$ cat config.mk
export PLATFORM = sky130hd
export DESIGN_NAME = l1i_tag_controller
export DESIGN_NICKNAME = d
export VERILOG_FILES = /design/src/rtl/l1i_tag_controller.sv
export SDC_FILE = /design/constraint.sdc
export NUM_CORES = 1
export LEC_CHECK = 0
export CAP_MARGIN = 30
export CORE_AREA = 2 2 155 157
export DETAILED_ROUTE_END_ITERATION = 10
export DIE_AREA = 0 0 157 159
export DONT_BUFFER_PORTS = 1
export PLACE_DENSITY = 0.41
export SYNTH_ARGS = -nofsm -noshare
export SYNTH_HDL_FRONTEND = slang
export SYNTH_SLANG_ARGS = --single-unit
$ cat constraint.sdc
create_clock -name clock_i -period 8.1 [get_ports clock_i]
set_clock_uncertainty 0.05 [all_clocks]
set_input_delay 0.81 -clock clock_i [delete_from_list [all_inputs] [get_ports clock_i]]
set_output_delay 0.81 -clock clock_i [all_outputs]
set_load 0.005 [all_outputs]
$ cat src/rtl/l1i_tag_controller.sv
// l1i_tag_controller: sequences fetch lookups into the L1 instruction-cache tag
// query stage, classifies each returning query as hit or miss, and on a miss
// flushes in-flight lookups, requests the line from memory and writes the new
// tag into the tag memory when the refill completes.
module l1i_tag_controller #(
    parameter int offsetSize = 5,
    parameter int indexSize  = 8,
    parameter int tagSize    = 64 - (offsetSize + indexSize)
) (
    input  logic                  clock_i,
    input  logic                  reset_i,
    // fetch unit side
    input  logic                  fetchReq_i,
    input  logic [tagSize-1:0]    fetchTag_i,
    input  logic [indexSize-1:0]  fetchIndex_i,
    input  logic [offsetSize-1:0] fetchOffset_i,
    input  logic                  fetchUnitStall_i,
    input  logic                  flushPipeline_i,
    output logic                  fetchReady_o,
    // tag query stage control
    output logic                  fetchEnable_o,
    output logic [tagSize-1:0]    tag_o,
    output logic [indexSize-1:0]  index_o,
    output logic [offsetSize-1:0] offset_o,
    output logic                  updateEnable_o,
    output logic [tagSize-1:0]    newTag_o,
    output logic [indexSize-1:0]  newIndex_o,
    output logic                  tagQueryStall_o,
    output logic                  flushPipeline_o,
    // tag query stage results
    input  logic                  queryEnable_i,
    input  logic [tagSize-1:0]    queryTag_i,
    input  logic [indexSize-1:0]  queryIndex_i,
    input  logic [offsetSize-1:0] queryOffset_i,
    input  logic [tagSize:0]      queriedTag_i,
    // lookup outcome
    output logic                  hit_o,
    output logic                  miss_o,
    output logic [63:0]           missAddr_o,
    // memory side
    output logic                  memReq_o,
    input  logic                  memAck_i,
    input  logic                  memDone_i,
    output logic [15:0]           missCount_o
);

    typedef enum logic [2:0] {
        READY,
        FLUSH,
        REQ,
        WAIT,
        WRITE
    } state_t;

    state_t                 state_q;
    state_t                 state_d;
    logic [tagSize-1:0]     miss_tag_q;
    logic [indexSize-1:0]   miss_index_q;
    logic [15:0]            miss_count_q;

    logic                   in_ready;
    logic                   tag_match;
    logic                   lookup_valid;
    logic                   miss_detect;

    // The offset of a returning query never matters: refills are line-aligned.
    logic                   unused_query_offset;
    assign unused_query_offset = ^queryOffset_i;

    // State register, captured miss address and saturating miss counter.
    always_ff @(posedge clock_i) begin
        if (reset_i) begin
            state_q      <= READY;
            miss_tag_q   <= '0;
            miss_index_q <= '0;
            miss_count_q <= '0;
        end else begin
            state_q <= state_d;
            if (miss_detect) begin
                miss_tag_q   <= queryTag_i;
                miss_index_q <= queryIndex_i;
                if (miss_count_q != 16'hFFFF) begin
                    miss_count_q <= miss_count_q + 16'd1;
                end
            end
        end
    end

    // Lookup results only count in READY and when no external flush is killing them.
    always_comb begin
        in_ready     = (state_q == READY);
        tag_match    = queriedTag_i[0] && (queriedTag_i[tagSize:1] == queryTag_i);
        lookup_valid = in_ready && queryEnable_i && !flushPipeline_i;
        miss_detect  = lookup_valid && !tag_match;
    end

    // Next-state logic and all controller outputs.
    always_comb begin
        state_d         = state_q;
        fetchReady_o    = 1'b0;
        fetchEnable_o   = 1'b0;
        tag_o           = '0;
        index_o         = '0;
        offset_o        = '0;
        updateEnable_o  = 1'b0;
        newTag_o        = '0;
        newIndex_o      = '0;
        tagQueryStall_o = !in_ready || fetchUnitStall_i;
        flushPipeline_o = flushPipeline_i && in_ready;
        hit_o           = lookup_valid && tag_match;
        miss_o          = 1'b0;
        missAddr_o      = {miss_tag_q, miss_index_q, {offsetSize{1'b0}}};
        memReq_o        = 1'b0;
        missCount_o     = miss_count_q;

        fetchReady_o  = in_ready && !fetchUnitStall_i && !reset_i;
        fetchEnable_o = fetchReq_i && fetchReady_o;
        if (fetchEnable_o) begin
            tag_o    = fetchTag_i;
            index_o  = fetchIndex_i;
            offset_o = fetchOffset_i;
        end

        case (state_q)
            READY: begin
                if (miss_detect) begin
                    state_d = FLUSH;
                end
            end
            FLUSH: begin
                flushPipeline_o = 1'b1;
                miss_o          = 1'b1;
                state_d         = REQ;
            end
            REQ: begin
                memReq_o = 1'b1;
                if (memAck_i) begin
                    state_d = memDone_i ? WRITE : WAIT;
                end
            end
            WAIT: begin
                if (memDone_i) begin
                    state_d = WRITE;
                end
            end
            WRITE: begin
                updateEnable_o = 1'b1;
                newTag_o       = miss_tag_q;
                newIndex_o     = miss_index_q;
                state_d        = READY;
            end
            default: begin
                state_d = READY;
            end
        endcase
    end

endmodule

## After elaboration in Yosys (flattened, before gate mapping)

Cells that the tools add are included.

| word-level totals | value |
|---|---|
| flip-flop bits (word level) | 78 |
| bits of input ports | 188 |
| output and inout bits | 211 |
| word-level logic and storage cells | 46 |

| operators by class | value |
|---|---|
| $add $sub $neg | 1 |
| equality and inequality tests | 9 |
| mux-type cells | 14 |
| reduce and logical (&&, ||, !) cells | 18 |

Operators with widths:

| kind | number |
|---|---|
| $mux W51 | 2 |
| $eq A51 B51 Y1 | 1 |
| $add A16 B1 Y16 const B | 1 |
| $mux W8 | 2 |
| $ne A16 B16 Y1 const B | 1 |
| $mux W3 | 4 |
| $pmux W3 S4 | 1 |
| $logic_and A1 B1 Y1 | 9 |
| $eq A3 B2 Y1 const B | 2 |
| $logic_not A1 Y1 | 5 |
| $mux W5 | 1 |
| $mux W1 | 4 |
| $ne A2 B2 Y1 const B | 2 |
| $eq A3 B1 Y1 const B | 1 |
| $eq A3 B3 Y1 const B | 1 |
| $logic_not A3 Y1 | 1 |
| $reduce_and A3 Y1 | 1 |
| $ne A2 B1 Y1 const B | 1 |
| $reduce_and A2 Y1 | 1 |
| $logic_or A1 B1 Y1 | 1 |

## Logic depth before layout (Yosys ltp)

Gate-level depths: netlist (run 1).

| depth | value |
|---|---|
| word-level depth | 6 |
| gate-level depth with buffers | 9 |
| gate-level depth less buffers | 7 |

## Worst setup path before layout (run 1)

Ideal clock, no wire load.

| timing path | value |
|---|---|
| path kind | input -> output |
| start | input queriedTag_i[2] |
| end | output hit_o |
| arrival time | 2.451 ns |
| data required time | 7.240 ns |
| slack | 4.789 ns |
| cell stages on the path | 5 |
| path buffers | 0 |
| cells stage by stage | inv_1 > a22o_1 > or4_1 > or4_4 > nor4b_1 |

| between the ends | value |
|---|---|
| longest elaborated chain between the ends | 3 |

Ends and longest elaborated chain:

| what | RTL line | source |
|---|---|---|
| start, declared | 35 | `input logic [tagSize:0] queriedTag_i,` |
| $eq A51 B51 Y1 | 92 | `tag_match = queriedTag_i[0] && (queriedTag_i[tagSize:1] == queryTag_i);` |
| $logic_and A1 B1 Y1 | 92 |  |
| $logic_and A1 B1 Y1 | 110 | `hit_o = lookup_valid && tag_match;` |
| end, declared | 37 | `output logic hit_o,` |

No other way between the ends.

## Worst setup path after layout (run 1)

| timing path | value |
|---|---|
| start | input queryTag_i[10] |
| end | output hit_o |

| between the ends | value |
|---|---|
| longest elaborated chain between the ends | 3 |

Ends and longest elaborated chain:

| what | RTL line | source |
|---|---|---|
| start, declared | 32 | `input logic [tagSize-1:0] queryTag_i,` |
| $eq A51 B51 Y1 | 92 |  |
| $logic_and A1 B1 Y1 | 92 |  |
| $logic_and A1 B1 Y1 | 110 |  |

No other way between the ends.

==> results.md, run 1 <==
- Status: completed
- Critical Path AT: 2.69 ns
- Remaining Overflow, GRT: 0
- Tcrit/Tclk final: 43.8%
- Max Slew Vio Count: 0
- Fin nets: 705
- Worst relative slew slack: 39.0%
- Clk pin slew, worst setup/hold paths: 0.06 ns
- Starting density of the core: 20.0%
- H-tree levels: 3
- Postcts setup bufs: 0
- Largest cells by area after synthesis: dfxtp_1, mux2i_1, and3_1
- Die width: 157 um
- YS warnings: 0
- Leakage: 0.00235 uW
- Final setup viols: 0
- Max-cap viol count: 0
- Crit path capture type: primary output
- Vias in the first global route: 3745
- Drt pass-1 iters: 5
- Post-synth top area share: 33.6%
- Worst hold path class: reg -> reg
- Area grow syn2layout: 10.7%
- RSZ-0062 raised after global routing: no
- Synth cell types: 44
- Crit path kind: in -> out
- Ratio of cells with drive above 1 in the final layout: 5.37%
- Register bit count reported by yosys: 78
- Pre-CTS WS: 4.11 ns
- Register area share after synthesis: 33.6%
- Avg Cell Area, Syn: 8.58 um^2
- Post-DP Area: 4790 um^2
- DR WL/cell: 19.8 um
- Worst Tran Pin Value: 0.916 ns
- Yosys top cell by area: dfxtp_1
- Hold Vio Cnt, Final: 0
- Footprint of the multi-input gates: 2740 um^2
- Worst setup margin: 4.55 ns
- Final antenna-violating net count: 0
- Initial DRC count: 288
- Residual DRC: 0
- WHS Path Cells: 2
- CTS-repair resized insts: 0
- Final WL: 16600 um
- Clk_lat worst skew: 0.34 ns
- Total CTS buffers: 9
- Port Buffers: 0
- Fillers: 2568
- Setup TNS: 0 ns
- Peak VDD IR: 86.9 uV
- Die area: 25000 um^2
- Root Buffer: clkbuf_16
- Largest net degree at the start of global routing: 81
- Mapped Cells: 541
- DP HPWL: 12800 um
- Pwr Density: 194 nW/um^2
- Total global-route track usage: 12.4%
- Post-synth design cell area: 4640 um^2
- First-pass GRT wire length: 23500 um
- I/O pin cnt: 399
- CP Launch Point: queryTag_i[10]
- Standard-cell rows: 56
- Hold Path Origin: missCount_o[9]$_SDFFE_PP0P_
- Crit path max fanout: 2
- Worst R2R Start: missCount_o[6]$_SDFFE_PP0P_
- Vias: 3934
- Fmax: 0.282 GHz
- Core Footprint: 23200 um^2
- Critical Path Source Type: input port
- # hold bufs at CTS: 0
- GPL Wtd Cong: 0.845
- Vias per cell: 4.68
- CTS tree: done
- Final min period: 3.55 ns
- Max clock buf depth: 2
- Register area: 1560 um^2
- Ant diodes: 0
- Worst R2R Path Depth: 6
- # clock sinks: 78
- Critical path required time: 7.24 ns
- Post-Layout Inst Area: 5140 um^2
- Die Y: 159 um
- Antenna violations before repair: 1
==> worst max-delay path: stages <==
cell,delay (ns)
xnor2_1,0.38
nand4_1,0.15
nor4_1,0.63
nand4bb_1,0.28
nor4b_1,0.45
==> cells in the mapped netlist <==
cell,number
nor3_1,5
dfxtp_1,78
and3_1,68
a21oi_1,14
or3b_2,1
or3_1,4
or4_1,13
o22ai_1,5
nand3_1,9
a221oi_1,1
o211ai_1,1
nand4_1,6
and4_1,1
and2_1,62
nor3b_1,2
o31ai_1,10
a22oi_1,2
mux2i_1,59
buf_8,1
nor4_1,6
o21ba_2,1
mux2_4,1
o21a_1,1
buf_4,5
o31ai_4,1
buf_12,6
nand4bb_1,1
xor2_1,22
inv_1,13
clkbuf_1,30
ha_1,1
buf_2,1
o21ai_0,4
nor2b_1,1
a222oi_1,1
conb_1,1
buf_6,2
xnor2_1,18
or4_4,1
nor4b_1,2
a22o_1,1
nor2_1,66
o21ai_1,4
nand2_1,9
==> placed cells by master (no fill, tap or decap), types with 3 or more instances in the layout <==
master / count
nand4_1: 6
and3_1: 68
buf_4: 4
or4_1: 13
xor2_1: 22
nor2_1: 65
clkbuf_16: 9
nor3_1: 5
o22ai_1: 5
or3_1: 4
and2_1: 62
dfxtp_1: 78
xnor2_1: 18
nor4_1: 6
bufinv_16: 3
o21ai_0: 4
nand2_1: 9
a21oi_1: 14
inv_1: 13
nand3_1: 9
o21ai_1: 4
mux2i_1: 59
o31ai_1: 10
conb_1: 5
==> power by group <==
part / total, uW / switching (uW) / internal [uW]
sequential: 420 / 19.9 / 401
clock: 482 / 179 / 303
combinational: 96.4 / 52.1 / 44.3
==> area by class of cell <==
class	instances	share of cell area, %
clock buffer	9	4.38
clock inverter	7	2.36
inverter	13	0.950
multi-input combinational	409	53.3
sequential	78	30.4
tap	319	7.77
timing repair buffer	5	0.804
==> through the flow <==
stage	total power [uW]	utilization, %	std cells	hold slack [ns]
after floorplan	519	-	545	0.427
after global placement	524	20.6	823	0.439
after detailed placement	527	20.7	824	0.450
after CTS	1030	22.2	840	0.460
after global routing	1050	22.2	840	0.474
final	999	22.2	840	0.455
==> cells by family (layout without fill, tap and decap cells) <==
| group | Yosys count | count (layout) | share of synthesized area [%] |
|---|---|---|---|
| other | 1 | 5 | 0.0808 |
| buffers and inverters | 58 | 34 | 7.79 |
| flip-flops | 78 | 78 | 33.6 |
| multiplexers | 60 | 60 | 13.0 |
| adder cells (fa/ha/maj) | 1 | 1 | 0.269 |
| AND/OR/NAND/NOR | 257 | 257 | 31.1 |
| AO/OA/AOI/OAI | 46 | 46 | 6.58 |
| XOR/XNOR | 40 | 40 | 7.55 |
==> state kept, by name (all words and copies together), names as in the netlist <==
signal        count
miss_tag_q       51
miss_index_q      8
state_q           3
missCount_o      16
==> layer usage <==
layer | share of wire [%] | vias to the layer above | global-route usage, %
met5 | 0.078 | - | 0
met4 | 3.1 | 2 | 5.75
met3 | 7.7 | 27 | 4.16
met2 | 48 | 197 | 19.5
met1 | 41 | 1887 | 15.3
li1 | - | 1821 | -
==> worst paths after layout <==
path / endpoint / slack [ns]
worst max-delay path: hit_o / 4.55
worst min-delay path: missCount_o[9]$_SDFFE_PP0P_ / 0.46
worst min register to register: missCount_o[9]$_SDFFE_PP0P_ / 0.46
worst max register to register: missCount_o[10]$_SDFFE_PP0P_ / 5.87
No activity file was read; power rests on OpenSTA's default activity.
==> inputs of run 2 (changes only) <==
Settings changed: PLACE_DENSITY 0.41 to 0.42.
Clock period 8.1 ns to 2.85 ns, I/O delays scaled along.
==> run 2 against run 1 <==
Compared with the run above: design area is 2.7% higher; clock power rose to 2.5 times the previous value; register-to-register slack got worse by 5.2 ns; critical path depth rose by 2; die area unchanged; sequential cell count unchanged; total power grew to 2.7 times the previous value; non-clock buffer count is 13 higher; hold slack worse by 0.42 ns; sequential share of layout area shrank 0.79 points; sequential power grew to 2.9 times the previous value; largest cell class unchanged.
==> results.md, run 2 (same netlist as run 1, synthesis figures left out) <==
- Status: completed
- Drt pass-1 iters: 4
- Vias: 3971
- Core Footprint: 23200 um^2
- Final min period: 2.77 ns
- Most frequent cells in the layout: dfxtp_1, and3_1, nor2_1
- Seq pwr share: 43.8%
- Fin nets: 718
- Port Buffers: 0
- Switching Fraction: 27.8%
- Fmax: 0.362 GHz
- Total CTS buffers: 9
- I/O pin cnt: 399
- Vias in the first global route: 3834
- Die Y: 159 um
- Max-cap viol count: 0
- Worst relative slew slack: 65.1%
- Max clock buf depth: 2
- Peak VDD IR: 206 uV
- CTS tree: done
- Total power: 2730 uW
- Standard-cell rows: 56
- Final antenna-violating net count: 0
- DP HPWL: 13500 um
- Worst Tran Pin Value: 0.516 ns
- Ant diodes: 0
- Final setup viols: 0
- Crit path capture type: primary output
- Fin util: 22.8%
- Comb power frac: 11.9%
- Starting density of the core: 20.0%
- Leakage: 0.00241 uW
- Critical Path Source Type: input port
- Worst hold path class: in -> reg
- Most common cell after layout, fill and taps aside: dfxtp_1
- Final WL: 17500 um
- Antenna violations before repair: 2
- Crit path max fanout: 2
- GPL Wtd Cong: 0.788
- Total global-route track usage: 13.3%
- Tcrit/Tclk final: 97.0%
- Postcts setup bufs: 0
- Crit path kind: in -> out
- Max Slew Vio Count: 0
- Largest net degree at the start of global routing: 76
- Internal power: 1970 uW
- Pwr Density: 518 nW/um^2
- Die area: 25000 um^2
- H-tree levels: 3
- Hold Vio Cnt, Final: 0
- Clk_lat worst skew: 0.34 ns
- Largest Register: miss_tag_q
- Fillers: 2542
- Clk pin slew, worst setup/hold paths: 0.07 ns
- Initial DRC count: 233
- Max reg flops: 51
- Vias per cell: 4.66
- Root Buffer: clkbuf_16
- # clock sinks: 78
- Area grow syn2layout: 13.7%
- Remaining Overflow, GRT: 0
- Switch Pwr: 760 uW
- Die width: 157 um
- Residual DRC: 0
- Critical path required time: 2.52 ns
- RSZ-0062 raised after global routing: no
- Clock power frac: 44.3%
- Ratio of cells with drive above 1 in the final layout: 7.49%
- First-pass GRT wire length: 24600 um
- Critical Path AT: 2.43 ns
- DR WL/cell: 20.5 um
[run 2: path summary, 6_finish.rpt]
check                                                  from                          end  slack (ns)  cells after the start
worst max-delay path                        queriedTag_i[2]                        hit_o        0.08                      7
worst min-delay path                         queryTag_i[19]  miss_tag_q[19]$_SDFFE_PP0P_        0.03                      2
worst max register to register      state_q[2]$_SDFFE_PP0P_  missCount_o[7]$_SDFFE_PP0P_        0.69                      7
worst min register to register  missCount_o[9]$_SDFFE_PP0P_  missCount_o[9]$_SDFFE_PP0P_        0.47                      2
[run 2: routing by layer]
layer	track usage, %	part of all wire (%)	wire length (um)	vias up
met5	0	0	0	-
met4	6.42	3.7	651	0
met3	4.38	8.0	1400	26
met2	19.8	45	7940	208
met1	17.1	43	7480	1904
li1	-	-	-	1833
[run 2: final cells by class]
| type | count | area [um^2] | area share (%) |
|---|---|---|---|
| inverters | 13 | 48.8 | 0.925 |
| clock buffers | 10 | 229 | 4.34 |
| multi-input cells | 409 | 2750 | 52.1 |
| well taps | 319 | 399 | 7.56 |
| clock inverters | 6 | 70.1 | 1.33 |
| flip-flops and latches | 78 | 1560 | 29.6 |
| repair buffers | 18 | 220 | 4.17 |
[run 2: worst max-delay path: stages]
cell	delay (ns)
inv_1	0.04
a22o_1	0.21
or4_1	0.52
or4_4	0.57
nor4b_1	0.51
buf_4	0.20
buf_4	0.10
[run 2: what timing repair did]
| item | 4_1_cts | 5_1_grt |
|---|---|---|
| endpoints found under the hold margin | 75 | 0 |
| setup endpoints to repair | 0 | 1 |
| gates resized for setup | 0 | 1 |
| hold buffers | 2 | 0 |
[run 2: power by group through the flow]
| stage | Clock [uW] | Combinational [uW] | Sequential, uW |
|---|---|---|---|
| floorplan | 0 | 278 | 1200 |
| global placement | 0 | 297 | 1220 |
| detailed placement | 0 | 303 | 1220 |
| CTS | 1270 | 330 | 1200 |
| global route | 1310 | 359 | 1200 |
| finish | 1210 | 326 | 1200 |
[run 2: stage by stage]
step           area, um^2  hold slack [ns]  setup WS [ns]  cells  setup TNS (ns)
2_1_floorplan        4660            0.379          0.159    545               0
3_3_place_gp         4930            0.313         0.0583    835               0
3_5_place_dp         4930            0.314        -0.0166    835         -0.0313
4_1_cts              5270           0.0115         0.0385    853               0
5_1_grt              5280           0.0159         0.0643    853               0
6_report             5280           0.0340         0.0842    853               0
==> inputs of run 3 (changes only) <==
Settings changed: CTS_CLUSTER_SIZE set to 25.
==> results of run 3 <==
The final DEF is identical to that of run 2; final timing and power are the same.
